--- src/rtl/fpu_ss_issue_buffer.sv ---
// In-order issue buffer between the offload interface and the FPU controller.
// Each entry tracks commit/kill state; killed heads drain without a consumer.
module fpu_ss_issue_buffer #(
    parameter int DEPTH  = 4,
    parameter int DATA_W = 32,
    parameter int ID_W   = 4
) (
    input  logic                       clk_i,
    input  logic                       rst_i,
    input  logic                       push_valid_i,
    output logic                       push_ready_o,
    input  logic [DATA_W-1:0]          push_data_i,
    input  logic [ID_W-1:0]            push_id_i,
    output logic                       pop_valid_o,
    input  logic                       pop_ready_i,
    output logic [DATA_W-1:0]          pop_data_o,
    output logic [ID_W-1:0]            pop_id_o,
    output logic                       pop_committed_o,
    input  logic                       commit_valid_i,
    input  logic [ID_W-1:0]            commit_id_i,
    input  logic                       commit_kill_i,
    input  logic                       flush_i,
    output logic [$clog2(DEPTH+1)-1:0] count_o,
    output logic                       empty_o,
    output logic                       full_o
);
    localparam int PTR_W = $clog2(DEPTH);
    localparam int CNT_W = $clog2(DEPTH+1);

    logic [DATA_W-1:0] r_data [DEPTH];
    logic [ID_W-1:0]   r_id   [DEPTH];
    logic [DEPTH-1:0]  r_committed;
    logic [DEPTH-1:0]  r_killed;
    logic [PTR_W-1:0]  r_rptr;
    logic [PTR_W-1:0]  r_wptr;
    logic [CNT_W-1:0]  r_count;

    logic [DEPTH-1:0]  w_occupied;
    logic [DEPTH-1:0]  w_match;
    logic [PTR_W-1:0]  w_off;
    logic              w_push;
    logic              w_drain;
    logic              w_adv;
    logic              w_push_hit;

    assign count_o         = r_count;
    assign empty_o         = (r_count == '0);
    assign full_o          = (r_count == CNT_W'(DEPTH));
    assign push_ready_o    = ~full_o;
    assign pop_valid_o     = ~empty_o & ~r_killed[r_rptr];
    assign pop_data_o      = r_data[r_rptr];
    assign pop_id_o        = r_id[r_rptr];
    assign pop_committed_o = r_committed[r_rptr];

    assign w_push     = push_valid_i & push_ready_o;
    assign w_drain    = ~empty_o & r_killed[r_rptr];
    assign w_adv      = (pop_valid_o & pop_ready_i) | w_drain;
    assign w_push_hit = commit_valid_i & (commit_id_i == push_id_i);

    // An entry is live when its distance from the read pointer is below the count,
    // so commits to stale slots left behind by pops or flushes are ignored.
    always_comb begin
        w_occupied = '0;
        w_match    = '0;
        w_off      = '0;
        for (int i = 0; i < DEPTH; i++) begin
            w_off         = PTR_W'(i) - r_rptr;
            w_occupied[i] = CNT_W'(w_off) < r_count;
            w_match[i]    = w_occupied[i] & (r_id[i] == commit_id_i);
        end
    end

    always_ff @(posedge clk_i) begin
        if (rst_i || flush_i) begin
            r_rptr  <= '0;
            r_wptr  <= '0;
            r_count <= '0;
            if (rst_i) begin
                r_committed <= '0;
                r_killed    <= '0;
            end
        end else begin
            if (commit_valid_i) begin
                for (int i = 0; i < DEPTH; i++) begin
                    if (w_match[i]) begin
                        if (commit_kill_i) r_killed[i]    <= 1'b1;
                        else               r_committed[i] <= 1'b1;
                    end
                end
            end
            // The push slot is never occupied, so this write cannot clobber a commit above.
            if (w_push) begin
                r_data[r_wptr]      <= push_data_i;
                r_id[r_wptr]        <= push_id_i;
                r_committed[r_wptr] <= w_push_hit & ~commit_kill_i;
                r_killed[r_wptr]    <= w_push_hit & commit_kill_i;
                r_wptr              <= r_wptr + PTR_W'(1);
            end
            if (w_adv) r_rptr <= r_rptr + PTR_W'(1);
            case ({w_push, w_adv})
                2'b10:   r_count <= r_count + CNT_W'(1);
                2'b01:   r_count <= r_count - CNT_W'(1);
                default: r_count <= r_count;
            endcase
        end
    end
endmodule

--- config.mk ---
export PLATFORM = sky130hd
export DESIGN_NAME = fpu_ss_issue_buffer
export DESIGN_NICKNAME = d
export VERILOG_FILES = /design/src/rtl/fpu_ss_issue_buffer.sv
export SDC_FILE = /design/constraint.sdc
export NUM_CORES = 1
export LEC_CHECK = 0
export ABC_AREA = 0
export BUFFER_PORTS_ARGS = -buffer_cell sky130_fd_sc_hd__buf_4
export CAP_MARGIN = 25
export CORE_ASPECT_RATIO = 1.4
export CORE_MARGIN = 4
export CORE_UTILIZATION = 57
export CTS_CLUSTER_DIAMETER = 150
export CTS_CLUSTER_SIZE = 8
export DETAILED_ROUTE_END_ITERATION = 8
export HOLD_SLACK_MARGIN = 0.02
export PLACE_DENSITY = 0.9
export SLEW_MARGIN = 40
export SYNTH_ARGS = -nofsm -noshare
export SYNTH_HDL_FRONTEND = slang
export SYNTH_SLANG_ARGS = --single-unit
export TNS_END_PERCENT = 1
--- constraint.sdc ---
create_clock -name clk_i -period 3.7 [get_ports clk_i]
set_input_delay 0.185 -clock clk_i [delete_from_list [all_inputs] [get_ports clk_i]]
set_output_delay 0.185 -clock clk_i [all_outputs]
set_load 0.03 [all_outputs]
Yosys cells after proc, flatten, opt, wreduce, memory -nomap -nowiden
Memories as Yosys holds them, arrays and structs flattened. A register that Yosys moved wholly into a read port is not among the register bits. Index checks and enable logic that the tools add are counted.

Bits in registers: 15. RAM bits: 144. Output and inout port bits: 44. Word-level logic and storage cells: 92. Memories kept: 2.

Memory list: r_data (depth 4, width 32, read ports 1, clocked after Yosys merged registers in 1, write ports 1, RTL line 30) `logic [DATA_W-1:0] r_data [DEPTH];`; r_id (depth 4, width 4, read ports 5, clocked after Yosys merged registers in 1, write ports 1, RTL line 31) `logic [ID_W-1:0] r_id [DEPTH];`.

Add/subtract/negate cells: 8. Magnitude comparators: 7. Equal/unequal tests: 9. Multiplexer cells: 41. Bitwise operators: 16. Reductions and logical operators: 4.

Operator list (count): $mux W4 (9); $mux W1 (22); $eq A4 B4 Y1 (5); $lt A2 B3 Y1 (4); $and A1 B1 Y1 (11); $bwmux W4 (2); $mux W2 (4); $lt A2 B3 Y1 const B (2); $pmux W3 S2 (1); $add A2 B1 Y2 const B (2); $bmux W1 S2 (2); $not A1 Y1 (4); $sub A1 B2 Y2 const A (2); $sub A2 B2 Y2 const A (2); $add A3 B1 Y3 const B (1); $eq A3 B3 Y1 const B (1); $logic_not A3 Y1 (1); $sub A3 B1 Y3 const B (1); $demux W1 S2 (1); $eq A2 B1 Y1 const B (1); $eq A2 B2 Y1 const B (1); $ge A2 B1 Y1 const B (1); $ne A2 B2 Y1 const B (1); $reduce_bool A2 Y1 (1); other kinds (3) (3).

Logic depth before layout (Yosys ltp)
Word-level depth: 9. Depth in mapped cells: 10.

Worst setup path after synthesis
Ideal clock, no wire load.

Path type: register to register. Start: register r_count[0] (netlist: count_o[0]). End: memory r_data[0][0] (enable). Library setup time: 0.429 ns. Arrival time: 2.624 ns. Setup slack: 0.646 ns. Stages on the path, launching flop included: 5. Cell sequence: dfxtp_1 -> or3b_1 -> buf_6 -> nand3_2 -> nor2_1.

Longest elaborated chain between the ends: 6.

RTL lines: start, declared (RTL line 36) `logic [CNT_W-1:0] r_count;`; start signal, assigned (RTL line 101) `2'b10: r_count <= r_count + CNT_W'(1);`; start signal, assigned (RTL line 102) `2'b01: r_count <= r_count - CNT_W'(1);`; start signal, assigned (RTL line 103) `default: r_count <= r_count;`; $eq A3 B3 Y1 (RTL line 48) `assign full_o = (r_count == CNT_W'(DEPTH));`; $not A1 Y1 (RTL line 49) `assign push_ready_o = ~full_o;`; named net push_ready_o (RTL line 11) `output logic push_ready_o,`; $and A1 B1 Y1 (RTL line 55) `assign w_push = push_valid_i & push_ready_o;`; $mux W1 (RTL line 92) `if (w_push) begin`; $mux W1 (RTL line 74) `if (rst_i || flush_i) begin`; $mux W1 (implied by the code) (RTL line 93) `r_data[r_wptr] <= push_data_i;`; end, declared (RTL line 30).

The timed path passes the listed nets, and every way through them passes these cells.

==> flow_metrics.env <==
export IMPL_status="finished clean"
export IMPL_critPathMaxFanout=19
export IMPL_hpwl_um=8696
export IMPL_finalCriticalPeriod_ns=2.670
export IMPL_totalPowerFinal_w=0.004094
export IMPL_avgViaCountPerCell=5.911
export IMPL_worst_setup_hold_path_clk_slew_ns=0.07
export IMPL_max_slew_vio_count=0
export IMPL_timing_hold_worst_path_depth=3
export IMPL_synth_cells=329
export IMPL_track_usage_pct=22.51
export IMPL_synth_largest_type_area_fraction_pct=69.74
export IMPL_report_final_setup_viol=0
export IMPL_cts_repair_timing_setup_buffer_count=0
export IMPL_ys_seq_area_share_pct=72.49
export IMPL_synth_cell_type_count=34
export IMPL_synth_area_leader_cell="edfxtp_1"
export IMPL_core_area_um2=11280
export IMPL_timing_critical_path_from_type="flip-flop"
export IMPL_setup_tns_ns=0
export IMPL_drive_gt1_share_pct=37.32
export IMPL_max_freq_mhz=374.5
export IMPL_tritoncts_num_buffers=17
export IMPL_final_cell_mix="152 x edfxtp_1, 95 x buf_4, 37 x mux4_2"
export IMPL_placed_cell_area_um2=7396
export IMPL_max_cap_violations=0
export IMPL_layout_area_overhead_vs_synth_pct=27.57
export IMPL_setup_worst_path_class="flip-flop to output port"
export IMPL_io_pins=91
export IMPL_route_detailed_wl_per_inst_um=23.01
export IMPL_routabilityCongestion=0.8395
export IMPL_ant_nets=0
export IMPL_die_area_um2=13290
export IMPL_worstRegToRegCells=8
export IMPL_grt_max_degree=37
export IMPL_worst_r2r_startpoint="count_o[2]$_SDFFE_PP0P_"
export IMPL_final_setup_skew_ns=0.01108
export IMPL_dr_first_iter_drc_count=292
export IMPL_layout_worst_path_cycle_share_pct=72.17
export IMPL_dieHeight_um=134.8
export IMPL_syn_area_um2=6545
export IMPL_async_reset_ff_share_pct=0
export IMPL_synthFlopType="edfxtp_1"
export IMPL_worst_slew_pin_transition_ns=0.7270
export IMPL_worst_hold_startpoint="push_valid_i"
export IMPL_insertedDiodeCount=0
export IMPL_pwr_density_cell_nw_per_um2=490.3
export IMPL_hold_viol=0
export IMPL_synth_enable_flop_cells=152
export IMPL_timing_critical_path_to_type="output port"
export IMPL_ir_drop_v=0.0004055
export IMPL_drt_wl_total_um=14290
export IMPL_clock_tree_buffer_depth=2
export IMPL_number_of_synthesized_register_bits=161
export IMPL_post_cts_resize_count=0
export IMPL_synth_avg_cell_area_um2=19.89
export IMPL_grt_overflow_total=0
export IMPL_numClockSinks=161
export IMPL_grt_pass1_vias=3902
export IMPL_most_frequent_standard_cell_in_the_layout_excluding_fill_and_tap_cells="edfxtp_1"
export IMPL_grt_first_pass_wirelength_um=22070
export IMPL_synth_net_count=386
export IMPL_residual_drc_count=0
export IMPL_die_x_um=98.57
export IMPL_power_leakage_nw=2.857
export IMPL_vias=3671
export IMPL_rsz0062_at_grt="no"
export IMPL_maxSlewHeadroom_pct=51.36
export IMPL_min_path_type="input port to flip-flop"
export IMPL_clkLatencyLatePin_ns=0.41
export IMPL_final_net_count=521
export IMPL_synth_warnings=0
export IMPL_effective_utilization_at_floorplan_pct=58.02
export IMPL_final_instance_count_excl_fill=621
export IMPL_required_ns=3.51
export IMPL_cts_tree="yes"
export IMPL_dr_pass1_iters=5
export IMPL_netlist_top_cells_area="edfxtp_1 70%, mux4_2 13%, xor2_1 3.1%"
export IMPL_cts_root_buffer="clkbuf_16"
export IMPL_worst_endpoint_arrival_ns=2.49
export IMPL_htreeDepth=4
export IMPL_antenna_violations_before_repair=0
export IMPL_place_detailed_instances=553
export IMPL_placement_io_buffers=90
export IMPL_post_route_cell_area_um2=8349
export IMPL_rows=46
==> cells in the mapped netlist, drive strengths merged (3+ instances only) <==
master and number:
inv 11, xnor2 3, nor2 13, buf 10, dfxtp 9, xor2 23
a21oi 4, clkbuf 6, o221ai 8, nor3 3, ha 9, mux4 38
edfxtp 152, nand2b 3, nand3 18
==> cell type report <==
class,instances,area (um2)
well taps,144,180.2
multi-input cells,141,1697
fillers,648,2932
clock buffers,18,429.2
repair buffers,132,1089
inverters,11,41.29
flip-flops and latches,161,4750
clock inverters,14,163.9
==> flip-flops by register name (all words and copies together), names as in the netlist, named ones only <==
signal	count
r_data	128
r_id	16
r_killed	4
r_rptr	2
r_committed	4
count_o	3
r_wptr	2
==> worst paths after layout <==
| path | slack [ns] | endpoint |
|---|---|---|
| min | 0.10 | r_wptr[1]$_SDFFE_PP0N_ |
| max reg2reg | 1.15 | count_o[2]$_SDFFE_PP0P_ |
| min reg2reg | 0.51 | r_wptr[1]$_SDFFE_PP0N_ |
| max | 1.03 | pop_data_o[10] |
==> cell families after synthesis <==
group	Yosys count	share of synthesized area (%)
adders and majority gates	10	2.026
buffers and inverters	27	2.045
and+or+nand+nor	45	4.053
xor gates and xnor gates	26	3.479
DFF	161	72.49
AOI/OAI and AO/OA	22	2.772
muxes	38	13.13
==> critical path: stages, from the launching register on <==
cell and delay [ns]:
dfxtp_2 0.79, buf_4 0.47, mux4_2 0.61, buf_4 0.19
==> metrics by stage <==
stage | util (%) | worst slack, ns | hold slack, ns
after floorplan | - | 0.6463 | 0.2839
after global placement | 65.41 | 1.319 | 0.3848
after detailed placement | 65.56 | 1.170 | 0.3885
after CTS | 74.01 | 0.9608 | 0.09794
after global routing | 74.01 | 0.8204 | 0.1126
final | 74.01 | 1.030 | 0.1034
==> report_power, final <==
| group | total, W | internal [W] | switching (W) |
|---|---|---|---|
| Clock | 0.00175 | 0.00106 | 0.000694 |
| Sequential | 0.00204 | 0.00202 | 0.0000200 |
| Combinational | 0.000303 | 0.000141 | 0.000163 |
| Total | 0.00409 | 0.00322 | 0.000876 |
==> metal layers <==
metal / up-vias / wire length (um) / GRT usage [%]
li1: 1608 / - / -
met1: 1849 / 5199 / 27.44
met2: 181 / 7812 / 39.24
met4: 0 / 474 / 9.491
met3: 33 / 805 / 4.496
met5: - / 0 / 0
==> what timing repair did <==
item / CTS / global route
hold buffers: 36 / 0
endpoints found under the setup margin: 0 / 0
endpoints found under the hold margin: 144 / 0
No activity file was read; power rests on OpenSTA's default activity.
